<file path="config.mk">
export PLATFORM = sky130hd
export DESIGN_NAME = mdu_iq
export DESIGN_NICKNAME = d
export VERILOG_FILES = /design/src/rtl/mdu_iq.sv
export SDC_FILE = /design/constraint.sdc
export NUM_CORES = 2
export LEC_CHECK = 0
export BUFFER_PORTS_ARGS = -buffer_cell sky130_fd_sc_hd__buf_4
export CELL_PAD_IN_SITES_DETAIL_PLACEMENT = 1
export CELL_PAD_IN_SITES_GLOBAL_PLACEMENT = 1
export CORE_MARGIN = 8
export CORE_UTILIZATION = 50
export DETAILED_ROUTE_END_ITERATION = 12
export PLACE_DENSITY_LB_ADDON = 0.2
export SYNTH_ARGS = -nofsm -noshare
export SYNTH_HDL_FRONTEND = slang
export SYNTH_SLANG_ARGS = --single-unit
</file>
<file path="constraint.sdc">
create_clock -name clk -period 26.3 [get_ports clk]
set_input_delay 5.26 -clock clk [delete_from_list [all_inputs] [get_ports clk]]
set_output_delay 5.26 -clock clk [all_outputs]
set_load 0.1 [all_outputs]
</file>
<file path="src/rtl/mdu_iq.sv">
// In-order issue queue for the multiply/divide unit: buffers dispatched ops,
// captures late operands from the wakeup bus and issues the oldest ready op.
package mdu_iq_pkg;
    localparam logic [2:0] _MDU_MUL    = 3'd0;
    localparam logic [2:0] _MDU_MULH   = 3'd1;
    localparam logic [2:0] _MDU_MULHSU = 3'd2;
    localparam logic [2:0] _MDU_MULHU  = 3'd3;
    localparam logic [2:0] _MDU_DIV    = 3'd4;
    localparam logic [2:0] _MDU_DIVU   = 3'd5;
    localparam logic [2:0] _MDU_REM    = 3'd6;
    localparam logic [2:0] _MDU_REMU   = 3'd7;

    typedef struct packed {
        logic [4:0] rd;
        logic       rd_we;
        logic [5:0] rob_idx;
    } decode_info_t;

    typedef struct packed {
        logic [2:0]       op;
        logic [1:0][31:0] data;
    } mdu_i_t;
endpackage

module mdu_iq
    import mdu_iq_pkg::*;
#(
    parameter int DEPTH  = 4,
    parameter int PREG_W = 6,
    parameter int WK_N   = 2
) (
    input  logic                         clk,
    input  logic                         rst,
    input  logic                         flush,
    input  logic                         enq_valid_i,
    output logic                         enq_ready_o,
    input  logic [2:0]                   enq_op_i,
    input  logic [1:0][PREG_W-1:0]       enq_tag_i,
    input  logic [1:0]                   enq_rdy_i,
    input  logic [1:0][31:0]             enq_data_i,
    input  decode_info_t                 enq_di_i,
    input  logic [WK_N-1:0]              wk_valid_i,
    input  logic [WK_N-1:0][PREG_W-1:0]  wk_tag_i,
    input  logic [WK_N-1:0][31:0]        wk_data_i,
    output logic                         iss_valid_o,
    input  logic                         iss_ready_i,
    output mdu_i_t                       iss_req_o,
    output decode_info_t                 iss_di_o
);
    localparam int              PTR_W    = $clog2(DEPTH);
    localparam logic [PTR_W:0]  FULL_CNT = (PTR_W + 1)'(DEPTH);

    typedef struct packed {
        logic        hit;
        logic [31:0] data;
    } wk_res_t;

    // Searches the wakeup ports for a tag; the lowest matching port index wins.
    function automatic wk_res_t wk_lookup(
        input logic [PREG_W-1:0]            tag,
        input logic [WK_N-1:0]              vld,
        input logic [WK_N-1:0][PREG_W-1:0]  wtag,
        input logic [WK_N-1:0][31:0]        wdata
    );
        wk_res_t res;
        res = '0;
        for (int k = 0; k < WK_N; k++) begin
            res = (!res.hit && vld[k] && (wtag[k] == tag)) ? {1'b1, wdata[k]} : res;
        end
        return res;
    endfunction

    logic                    valid_r [DEPTH];
    logic [2:0]              op_r    [DEPTH];
    decode_info_t            di_r    [DEPTH];
    logic [1:0][PREG_W-1:0]  tag_r   [DEPTH];
    logic [1:0]              rdy_r   [DEPTH];
    logic [1:0][31:0]        data_r  [DEPTH];
    logic [PTR_W-1:0]        head_r;
    logic [PTR_W-1:0]        tail_r;
    logic [PTR_W:0]          count_r;

    wk_res_t ent_wk_s [DEPTH][2];
    wk_res_t enq_wk_s [2];
    logic    enq_fire_s;
    logic    iss_fire_s;

    // Wakeup match results for every stored source and for the incoming op.
    always_comb begin
        for (int i = 0; i < DEPTH; i++) begin
            for (int s = 0; s < 2; s++) begin
                ent_wk_s[i][s] = wk_lookup(tag_r[i][s], wk_valid_i, wk_tag_i, wk_data_i);
            end
        end
        for (int s = 0; s < 2; s++) begin
            enq_wk_s[s] = wk_lookup(enq_tag_i[s], wk_valid_i, wk_tag_i, wk_data_i);
        end
    end

    assign enq_ready_o = (count_r != FULL_CNT);
    assign enq_fire_s  = enq_valid_i & enq_ready_o;
    assign iss_valid_o = valid_r[head_r] & (&rdy_r[head_r]);
    assign iss_fire_s  = iss_valid_o & iss_ready_i;
    assign iss_req_o   = {op_r[head_r], data_r[head_r]};
    assign iss_di_o    = di_r[head_r];

    // Queue state: flush outranks everything; an enqueue overrides wakeup on the tail slot.
    always_ff @(posedge clk or posedge rst) begin
        if (rst) begin
            head_r  <= '0;
            tail_r  <= '0;
            count_r <= '0;
            for (int i = 0; i < DEPTH; i++) begin
                valid_r[i] <= 1'b0;
                op_r[i]    <= '0;
                di_r[i]    <= '0;
                tag_r[i]   <= '0;
                rdy_r[i]   <= '0;
                data_r[i]  <= '0;
            end
        end else if (flush) begin
            head_r  <= '0;
            tail_r  <= '0;
            count_r <= '0;
            for (int i = 0; i < DEPTH; i++) begin
                valid_r[i] <= 1'b0;
            end
        end else begin
            for (int i = 0; i < DEPTH; i++) begin
                for (int s = 0; s < 2; s++) begin
                    if (valid_r[i] && !rdy_r[i][s] && ent_wk_s[i][s].hit) begin
                        rdy_r[i][s]  <= 1'b1;
                        data_r[i][s] <= ent_wk_s[i][s].data;
                    end
                end
            end
            if (iss_fire_s) begin
                valid_r[head_r] <= 1'b0;
                head_r          <= head_r + PTR_W'(1);
            end
            if (enq_fire_s) begin
                valid_r[tail_r] <= 1'b1;
                op_r[tail_r]    <= enq_op_i;
                di_r[tail_r]    <= enq_di_i;
                tag_r[tail_r]   <= enq_tag_i;
                for (int s = 0; s < 2; s++) begin
                    rdy_r[tail_r][s]  <= enq_rdy_i[s] | enq_wk_s[s].hit;
                    data_r[tail_r][s] <= enq_rdy_i[s] ? enq_data_i[s] : enq_wk_s[s].data;
                end
                tail_r <= tail_r + PTR_W'(1);
            end
            case ({enq_fire_s, iss_fire_s})
                2'b10:   count_r <= count_r + (PTR_W + 1)'(1);
                2'b01:   count_r <= count_r - (PTR_W + 1)'(1);
                default: count_r <= count_r;
            endcase
        end
    end
endmodule

</file>
==> flow_summary.json <==
{
  "drt-initial-drc-count": 2804,
  "htreeDepth": 2,
  "drc": 0,
  "cts_buffers": 45,
  "grt_max_degree": 105,
  "p_leak_nw": 10.8,
  "clk_pin_slew_ns": 0.06,
  "cpMaxStageDelayCell": "dfrtp_4",
  "skew_ns": 0.0118,
  "die_w_um": 231,
  "peakVddDrop_uv": 80.8,
  "critPathArrivalTime_ns": 3.55,
  "maxSlewViolCount": 0,
  "synthXorXnorAreaFrac": 0.0468,
  "track_usage": 0.382,
  "rows": 78,
  "tightest_slew_ns": 1.46,
  "wl_per_cell_um": 33.9,
  "synth_fa_ha_area_frac": 0.00521,
  "cpMostUsedCell": "buf_4",
  "initial_core_util": 0.507,
  "intPower_mw": 1.57,
  "grt_overflow": 0,
  "netlist_instances": 2378,
  "synth_simple_gate_area_frac": 0.145,
  "setup_viol_count_final": 0,
  "grt_pass1_wl_um": 156000,
  "switching_power_mw": 1.14,
  "cts_tree": "yes",
  "synthFlopType": "dfrtp_1",
  "dieHeight_um": 231,
  "critPathKind": "flip-flop to output port",
  "ios": 257,
  "hpwlAfterDp_um": 62400,
  "synth_area_mm2": 0.0230,
  "synth.avg_cell_area_um2": 9.69,
  "grt_setup_unrepaired": "no",
  "cts_hold_buf": 0,
  "clockRootBuffer": "clkbuf_16",
  "max_stage_delay_ns": 1.07,
  "switching_share": 0.420,
  "place_congestion": 0.894,
  "drive_gt1_frac": 0.237,
  "viasPerCell": 7.37,
  "post_cts_resized": 0,
  "seq_area_frac_synth": 0.416,
  "crit_family": "buffers and inverters",
  "fmaxAchievable_ghz": 0.114,
  "post_cts_buffers": 0,
  "required_ns": 21.04,
  "dr.pass1.iters": 9,
  "startpoint_type": "flip-flop",
  "hp-class": "flip-flop to flip-flop",
  "vias": 22651,
  "insertion_delay_ns": 0.59,
  "synth.mux.area_fraction": 0.0777,
  "async_flop_share": 1.00,
  "path_buf_inv": 2,
  "area_delta_synth_final_pct": 14.6,
  "ys_seq_elements": 383,
  "port_buffers": 256,
  "finalCritPeriodShare": 0.335,
  "p_comb_frac": 0.395,
  "hold_ws_ns": 0.474,
  "drv_cap": 0,
  "clock_sinks": 383,
  "ys_warn_count": 0,
  "timing.final.crit_period_ns": 8.81,
  "synth-edff-count": 0,
  "outcome": "complete, no violations",
  "final_antenna_net_count": 0,
  "synth_top_cells_by_area": "dfrtp_1 (42%), nand2_1 (8.2%), mux4_2 (7.7%), o22ai_1 (6.0%), o221a_1 (5.7%)",
  "wirelength_um": 104000,
  "dieArea_mm2": 0.0532,
  "tns_ns": 0,
  "synth_top_cell_area_share": 0.416,
  "antenna_found_initial": 4,
  "crit_chain": "buf_4 > mux4_2 > buf_4",
  "synth_cell_types": 65,
  "synth_nets": 2563,
  "powerDensity_mw_per_mm2": 103,
  "fin_nets": 2621,
  "seq_power_share": 0.370,
  "cp_max_fo": 45,
  "synth_top_family_by_area": "compound AO/OA/AOI/OAI gates",
  "end_kind": "output port",
  "coreArea_mm2": 0.0455,
  "clockPowerShare": 0.235,
  "yosysTopAreaCell": "dfrtp_1",
  "grt_pass1_vias": 24406,
  "maxSlewHeadroom": 0.0257,
  "synth-compound-area-share": 0.250,
  "clk_path_buf_depth": 3,
  "hold_viol_final": 0
}
-- cell type report --
cell class	count	area [µm²]
sequential	383	9590
inverter	18	75.1
fill	4998	19100
antenna	1	2.50
timing repair buffer	306	2300
clock buffer	69	1370
tap	600	751
clock inverter	14	104
multi-input combinational	1682	12200
-- Yosys cell counts, types with 10 or more instances --
cell,number
o22a_1,17
dfrtp_1,383
a21o_1,15
and2_1,34
nand4_1,16
a2bb2oi_1,18
o2bb2ai_1,34
a21boi_1,16
clkbuf_1,186
buf_6,10
nand3_1,18
o22ai_1,220
xnor2_1,63
nand2b_1,36
clkbuf_2,27
nor2_1,66
buf_1,22
o221a_2,65
a222oi_1,17
o221a_1,117
a21oi_1,66
buf_2,41
a221o_2,26
o21ai_0,41
a22o_1,14
mux4_2,79
nor3_1,44
inv_1,18
xor2_1,60
nand2_1,504
-- per-layer routing --
metal  share of wire  GRT usage
met1            0.37      0.484
met2            0.44      0.579
met3            0.12      0.107
met4           0.066      0.229
met5         0.00012          0
-- cells by family (layout without fill, tap and decap cells) --
kind of cell	count (synthesis)	count (layout)
multiplexers	80	80
AND/OR/NAND/NOR	761	761
buffers and inverters	313	407
flip-flops	383	383
XOR/XNOR	123	123
other	0	1
adder cells (fa/ha/maj)	9	9
AO/OA/AOI/OAI	709	709
-- placed cells by master, fill, tap and decap left out, types with 18 or more instances in the layout --
master and instances:
xnor2_1 63, a2bb2oi_1 18, buf_4 306, a21oi_1 64
o21ai_0 41, clkbuf_16 47, xor2_1 60, nor3_1 39
mux4_2 79, nand2b_1 36, o221a_1 117, o221a_2 65
o2bb2ai_1 34, dfrtp_1 381, nor2_1 64, o22ai_1 220
a221o_2 26, nand2_1 501, and2_1 34
-- power by group through the flow --
stage / registers [mW] / logic [mW] / clock network, mW
4_1_cts: 0.996 / 1.06 / 0.638
5_1_grt: 1.02 / 1.12 / 0.658
3_3_place_gp: 0.989 / 1.02 / 0
6_report: 1.00 / 1.07 / 0.637
3_5_place_dp: 0.999 / 1.06 / 0
2_1_floorplan: 0.930 / 0.834 / 0
-- stage by stage --
stage	setup WS, ns	total power [mW]	cell area, µm²	std cells	utilization
finish	17.49	2.71	26400	3073	0.581
global route	17.27	2.80	26400	3073	0.581
CTS	17.41	2.70	26400	3072	0.581
detailed placement	18.04	2.06	24900	2989	0.548
global placement	18.08	2.01	24900	2989	0.548
floorplan	10.40	1.76	23000	2378	-
-- registers in the layout, indices dropped and copies added (netlist names) --
name,count
rdy_r,8
tag_r,48
op_r,12
count_r,3
head_r,2
tail_r,2
di_r,48
data_r,256
valid_r,4
-- final timing paths --
| kind | from | cells past startpoint | endpoint | slack (ns) |
|---|---|---|---|---|
| worst max register to register | count_r[0] | 9 | data_r[148] | 22.85 |
| max in group asynchronous | rst | 3 | head_r[1] | 19.74 |
| min in group asynchronous | rst | 2 | data_r[59] | 4.78 |
| worst max-delay path | head_r[0] | 3 | iss_req_o[25] | 17.49 |
| worst min-delay path | di_r[9] | 2 | di_r[9] | 0.47 |
| worst min register to register | di_r[9] | 2 | di_r[9] | 0.47 |
-- worst reg2reg max path, delay by kind of cell (launching register included) --
family,cells,cell delay (ns)
buffers and inverters,3,1.44
and+or+nand+nor,3,0.87
AOI/OAI and AO/OA,3,0.54
DFF,1,0.43
No activity file was read; power rests on OpenSTA's default activity.
